[src/rtl/lcd_write_arbiter.sv]
// Two-requester write arbiter for an HD44780-style character LCD.
// Captures one byte per transfer and sequences RS/data setup, enable pulse and settle wait.
module lcd_write_arbiter #(
  parameter int unsigned T_SETUP = 50,
  parameter int unsigned T_PULSE = 25,
  parameter int unsigned T_WAIT  = 2000,
  parameter int unsigned T_CLEAR = 82000
) (
  input  logic       clock,
  input  logic       reset,
  input  logic       req0,
  input  logic       req1,
  input  logic       rs0,
  input  logic       rs1,
  input  logic [7:0] data0,
  input  logic [7:0] data1,
  input  logic       lock0,
  input  logic       lock1,
  output logic       ack0,
  output logic       ack1,
  output logic [7:0] lcd_data,
  output logic       lcd_rs,
  output logic       lcd_rw,
  output logic       lcd_en,
  output logic       busy,
  output logic       owner
);

  localparam int unsigned MaxA = (T_SETUP > T_PULSE) ? T_SETUP : T_PULSE;
  localparam int unsigned MaxB = (T_WAIT > T_CLEAR) ? T_WAIT : T_CLEAR;
  localparam int unsigned MaxT = (MaxA > MaxB) ? MaxA : MaxB;
  localparam int unsigned CntW = (MaxT > 1) ? $clog2(MaxT + 1) : 1;

  localparam logic [CntW-1:0] SetupLast = CntW'(T_SETUP - 1);
  localparam logic [CntW-1:0] PulseLast = CntW'(T_PULSE - 1);
  localparam logic [CntW-1:0] WaitLast  = CntW'(T_WAIT - 1);
  localparam logic [CntW-1:0] ClearLast = CntW'(T_CLEAR - 1);

  typedef enum logic [1:0] {
    StIdle,
    StSetup,
    StPulse,
    StWait
  } state_e;

  state_e          r_state;
  state_e          w_state_next;
  logic [CntW-1:0] r_cnt;
  logic [CntW-1:0] w_cnt_next;
  logic [CntW-1:0] w_wait_last;

  logic [7:0] r_lcd_data;
  logic       r_lcd_rs;
  logic       r_ack0;
  logic       r_ack1;
  logic       r_owner;
  logic       r_lock;
  logic       r_clear;

  logic       w_grant_valid;
  logic       w_grant;
  logic       w_capture;
  logic       w_sel_rs;
  logic [7:0] w_sel_data;
  logic       w_sel_lock;
  logic       w_sel_clear;

  // While locked the owner keeps the bus even when it has nothing pending.
  always_comb begin
    w_grant_valid = 1'b0;
    w_grant       = r_owner;
    if (r_lock) begin
      w_grant_valid = r_owner ? req1 : req0;
    end else if (req0 && req1) begin
      w_grant_valid = 1'b1;
      w_grant       = ~r_owner;
    end else if (req0) begin
      w_grant_valid = 1'b1;
      w_grant       = 1'b0;
    end else if (req1) begin
      w_grant_valid = 1'b1;
      w_grant       = 1'b1;
    end
  end

  assign w_sel_rs    = w_grant ? rs1 : rs0;
  assign w_sel_data  = w_grant ? data1 : data0;
  assign w_sel_lock  = w_grant ? lock1 : lock0;
  assign w_sel_clear = !w_sel_rs && ((w_sel_data == 8'h01) || (w_sel_data == 8'h02));

  assign w_wait_last = r_clear ? ClearLast : WaitLast;

  always_comb begin
    w_state_next = r_state;
    w_cnt_next   = r_cnt;
    w_capture    = 1'b0;
    unique case (r_state)
      StIdle: begin
        if (w_grant_valid) begin
          w_capture    = 1'b1;
          w_state_next = StSetup;
          w_cnt_next   = '0;
        end
      end
      StSetup: begin
        if (r_cnt == SetupLast) begin
          w_state_next = StPulse;
          w_cnt_next   = '0;
        end else begin
          w_cnt_next = r_cnt + CntW'(1);
        end
      end
      StPulse: begin
        if (r_cnt == PulseLast) begin
          w_state_next = StWait;
          w_cnt_next   = '0;
        end else begin
          w_cnt_next = r_cnt + CntW'(1);
        end
      end
      StWait: begin
        if (r_cnt == w_wait_last) begin
          w_state_next = StIdle;
          w_cnt_next   = '0;
        end else begin
          w_cnt_next = r_cnt + CntW'(1);
        end
      end
      default: begin
        w_state_next = StIdle;
        w_cnt_next   = '0;
      end
    endcase
  end

  // owner resets to 1 so that requester 0 wins the first tie.
  always_ff @(posedge clock) begin
    if (reset) begin
      r_state    <= StIdle;
      r_cnt      <= '0;
      r_lcd_data <= 8'h00;
      r_lcd_rs   <= 1'b0;
      r_ack0     <= 1'b0;
      r_ack1     <= 1'b0;
      r_owner    <= 1'b1;
      r_lock     <= 1'b0;
      r_clear    <= 1'b0;
    end else begin
      r_state <= w_state_next;
      r_cnt   <= w_cnt_next;
      r_ack0  <= w_capture && !w_grant;
      r_ack1  <= w_capture && w_grant;
      if (w_capture) begin
        r_lcd_data <= w_sel_data;
        r_lcd_rs   <= w_sel_rs;
        r_owner    <= w_grant;
        r_lock     <= w_sel_lock;
        r_clear    <= w_sel_clear;
      end
    end
  end

  assign ack0     = r_ack0;
  assign ack1     = r_ack1;
  assign lcd_data = r_lcd_data;
  assign lcd_rs   = r_lcd_rs;
  assign lcd_rw   = 1'b0;
  assign lcd_en   = (r_state == StPulse);
  assign busy     = (r_state != StIdle);
  assign owner    = r_owner;

endmodule

[config.mk]
export PLATFORM = sky130hd
export DESIGN_NAME = lcd_write_arbiter
export DESIGN_NICKNAME = d
export VERILOG_FILES = /design/src/rtl/lcd_write_arbiter.sv
export SDC_FILE = /design/constraint.sdc
export NUM_CORES = 1
export LEC_CHECK = 0
export ABC_AREA = 1
export CORE_MARGIN = 2
export CORE_UTILIZATION = 57
export CTS_CLUSTER_SIZE = 28
export DETAILED_ROUTE_END_ITERATION = 10
export DONT_BUFFER_PORTS = 1
export PLACE_DENSITY = 0.84
export SLEW_MARGIN = 20
export SYNTH_ARGS = -nofsm -noshare
export SYNTH_HDL_FRONTEND = slang
export SYNTH_SLANG_ARGS = --single-unit
[constraint.sdc]
create_clock -name clock -period 1.6 [get_ports clock]
set_input_delay 0.24 -clock clock [delete_from_list [all_inputs] [get_ports clock]]
set_output_delay 0.24 -clock clock [all_outputs]
set_load 0.03 [all_outputs]
==> metrics.md <==
| Metric | Value |
|---|---|
| Status | complete, but fails checks |
| Failing checks | negative hold slack, negative setup slack |
| H-Tree Depth | 2 |
| Cts bufs inserted | 5 |
| EDFF count, synth | 0 |
| CP Cell Sequence | buf_6, inv_4, ha_1, nand2_1, o21ai_1, nand2_1, a21oi_2, nand2_2, buf_6, nand3_2, a21oi_2 |
| DP Wirelength | 3540 um |
| CTS Buffer Depth | 2 |
| Antenna Violating Nets Remaining | 0 |
| Maximum VDD drop | 0.00103 V |
| Leading area contributor after synthesis | dfxtp_1 |
| Final setup vio count | 2 |
| CP Class | flip-flop to flip-flop |
| Worst-skew pair later-pin latency | 340 ps |
| Final hold slack | -66.9 ps |
| Die width | 64 um |
| WHS Path Cells | 1 |
| Final Hold Fails | 10 |
| Syn nets | 342 |
| Register area share after synthesis | 32.2% |
| Worst reg-to-reg path cell count | 11 |
| GRT Residual Overflow | 0 |
| Clock root cell | clkbuf_4 |
| Final #Nets | 365 |
| Boundary Pins | 39 |
| GP Congestion | 0.961 |
| Critical path startpoint category | flip-flop |
| Yosys warning count | 0 |
| PD cells | 1410 nW/um^2 |
| Via density | 5.59 |
| Die H | 64 um |
| # rows | 21 |
| Post-synth top cells | nand2_1 (77), nand3_1 (34), dfxtp_1 (33), inv_1 (32), a21oi_1 (27) |
| Tmin final | 1620 ps |
| Number of global-route vias before repair | 1,903 |
| Share of the synthesized area in the top cell type | 32.2% |
| Mapped Avg Cell Area | 6.62 sq um |
| Diodes inserted | 0 |
| Clock Pin Slew Worst Setup and Hold Paths | 100 ps |
| Routed wire length | 5240 um |
| DIE AREA | 4100 sq um |
| Post-synthesis cell type count | 34 |
| Initial cell density of the core | 60.5% |
| Vias after detailed routing | 2,123 |
| Layout cells sized above 1 | 27.8% |
| CP max FO | 5 |
| R2r setup slk | -20 ps |
| Async SR Flop Fraction | 0% |
| Global-route wire length before repair | 8200 um |
| Critical Path AT | 1860 ps |
| P_leak | 1.12 nW |
| Max-cap violations | 0 |
| Max-slew violation count | 0 |
| RSZ-0062 raised after global routing | true |
| Core Box Area | 3390 sq um |
| Pin count of the biggest net entering global routing | 17 |
| WP buf/inv | 3 |
| I/O Buffers | 0 |
| Fmax | 0.619 GHz |
| Final worst setup slack | -15.8 ps |
| TritonRoute pass-1 iters | 4 |
| # clock sinks | 33 |
| Delay of the slowest critical-path stage | 350 ps |
| DRC viols | 0 |
| Worst endpoint required time | 1840 ps |
| Synthesized area | 2050 sq um |
| Clock Skew | 9.24 ps |
| WL per Instance | 13.8 um |
| Area Growth Syn to Fin | 23.6% |
| Worst setup EP type | flip-flop |
| Post-Synthesis Cells | 310 |
| Initial antenna violation count | 0 |
| Synth Flop Type | dfxtp_1 |
| Most numerous cell in the Yosys netlist | nand2_1 |
| DP Area | 2260 sq um |
| Tot GR Track Use | 25.5% |
| DRT iter0 DRCs | 136 |
| #FFs+latches synth | 33 |
| Post-route design area | 2540 sq um |
| Setup TNS | -22.9 ps |
| Crit path max-delay cell type | dfxtp_2 |
| Cell depth of the worst setup path | 11 |
| CTS tree | yes |
| Tcrit/Tclk final | 101% |
| Synth area leaders | dfxtp_1 (32%), nand2_1 (14%), nand3_1 (8.3%) |
| Min-delay worst type | input port to flip-flop |
| Critical path's top delay family | flip-flops |
-- logic make-up (layout without fill, tap and decap cells) --
logic type | count (synthesis) | count (layout) | share of synthesized area, %
and+or+nand+nor | 157 | 157 | 35.0
AOI/OAI and AO/OA | 57 | 57 | 15.3
buffers and inverters | 48 | 72 | 9.88
DFF | 33 | 33 | 32.2
adders and majority gates | 8 | 8 | 4.88
xor gates and xnor gates | 6 | 6 | 2.56
other | 1 | 1 | 0.183
-- state kept, by name, indices dropped and copies added, names as in the netlist --
register	flops
r_cnt	17
owner	1
r_clear	1
ack1	1
ack0	1
lcd_rs	1
lcd_data	8
r_state	2
r_lock	1
-- layer usage --
layer / track usage (%) / part of all wire (%)
met1: 31.7 / 43
met2: 40.2 / 47
met3: 7.75 / 7.6
met4: 11.7 / 1.9
met5: 0 / 0
-- power by group --
group | leakage, nW | switching (W) | internal [W]
clock network | 0.0413 | 0.000294 | 0.000255
logic | 0.806 | 0.00106 | 0.000671
registers | 0.272 | 0.000315 | 0.000993
-- stage by stage --
stage	total power, W	utilization, %	std cells	setup WS (ps)	hold slack, ps
after floorplan	0.00231	-	310	22.7	418
after global placement	0.00269	66.8	369	-25.0	310
after detailed placement	0.00273	66.8	369	-43.7	314
after CTS	0.00330	69.4	377	0.331	-54.0
after global routing	0.00382	74.8	380	-132	-77.9
final	0.00359	74.8	380	-15.8	-66.9
-- worst reg2reg max path, delay by kind of cell, from the launching register on --
| kind | cells | cell delay (ps) |
|---|---|---|
| compound gates | 3 | 330 |
| fa+ha+maj | 1 | 150 |
| simple gates | 4 | 340 |
| flops | 1 | 350 |
| buf+inv | 3 | 340 |
-- layout make-up --
type | instances | area (sq um)
fill | 244 | 853
multi-input combinational | 229 | 1350
inverter | 37 | 146
sequential | 33 | 673
timing repair buffer | 27 | 243
clock buffer | 7 | 65.1
clock inverter | 1 | 5.00
tap | 46 | 57.6
-- path summary, 6_finish.rpt --
kind                               start  endpoint
worst max-delay path            r_cnt[1]  r_cnt[1]
worst min-delay path               reset  r_cnt[4]
worst max register to register  r_cnt[1]  r_cnt[1]
worst min register to register    r_lock    r_lock
-- what timing repair did --
item / 4_1_cts / 5_1_grt
endpoints found under the hold margin: 10 / 10
pin swaps: 1 / 9
setup endpoints to repair: 20 / 22
gates resized for setup: 7 / 51
setup buffers: 0 / 2
cloned: 0 / 1
-- placed cells by master, fill, tap and decap left out, types with 3 or more instances in the layout --
| cell type | count |
|---|---|
| o21ai_0 | 11 |
| o21ai_1 | 7 |
| xor2_1 | 5 |
| buf_4 | 21 |
| buf_6 | 4 |
| inv_1 | 29 |
| nand2_2 | 6 |
| clkbuf_4 | 5 |
| ha_1 | 4 |
| a31oi_1 | 3 |
| o21ai_2 | 3 |
| nor2_1 | 25 |
| a21oi_1 | 19 |
| a21oi_2 | 9 |
| nand2_1 | 74 |
| inv_4 | 3 |
| inv_2 | 5 |
| dfxtp_2 | 7 |
| nand3_1 | 24 |
| nand3_2 | 10 |
| nand3b_1 | 5 |
| dfxtp_1 | 25 |
No activity file was read; power rests on OpenSTA's default activity.
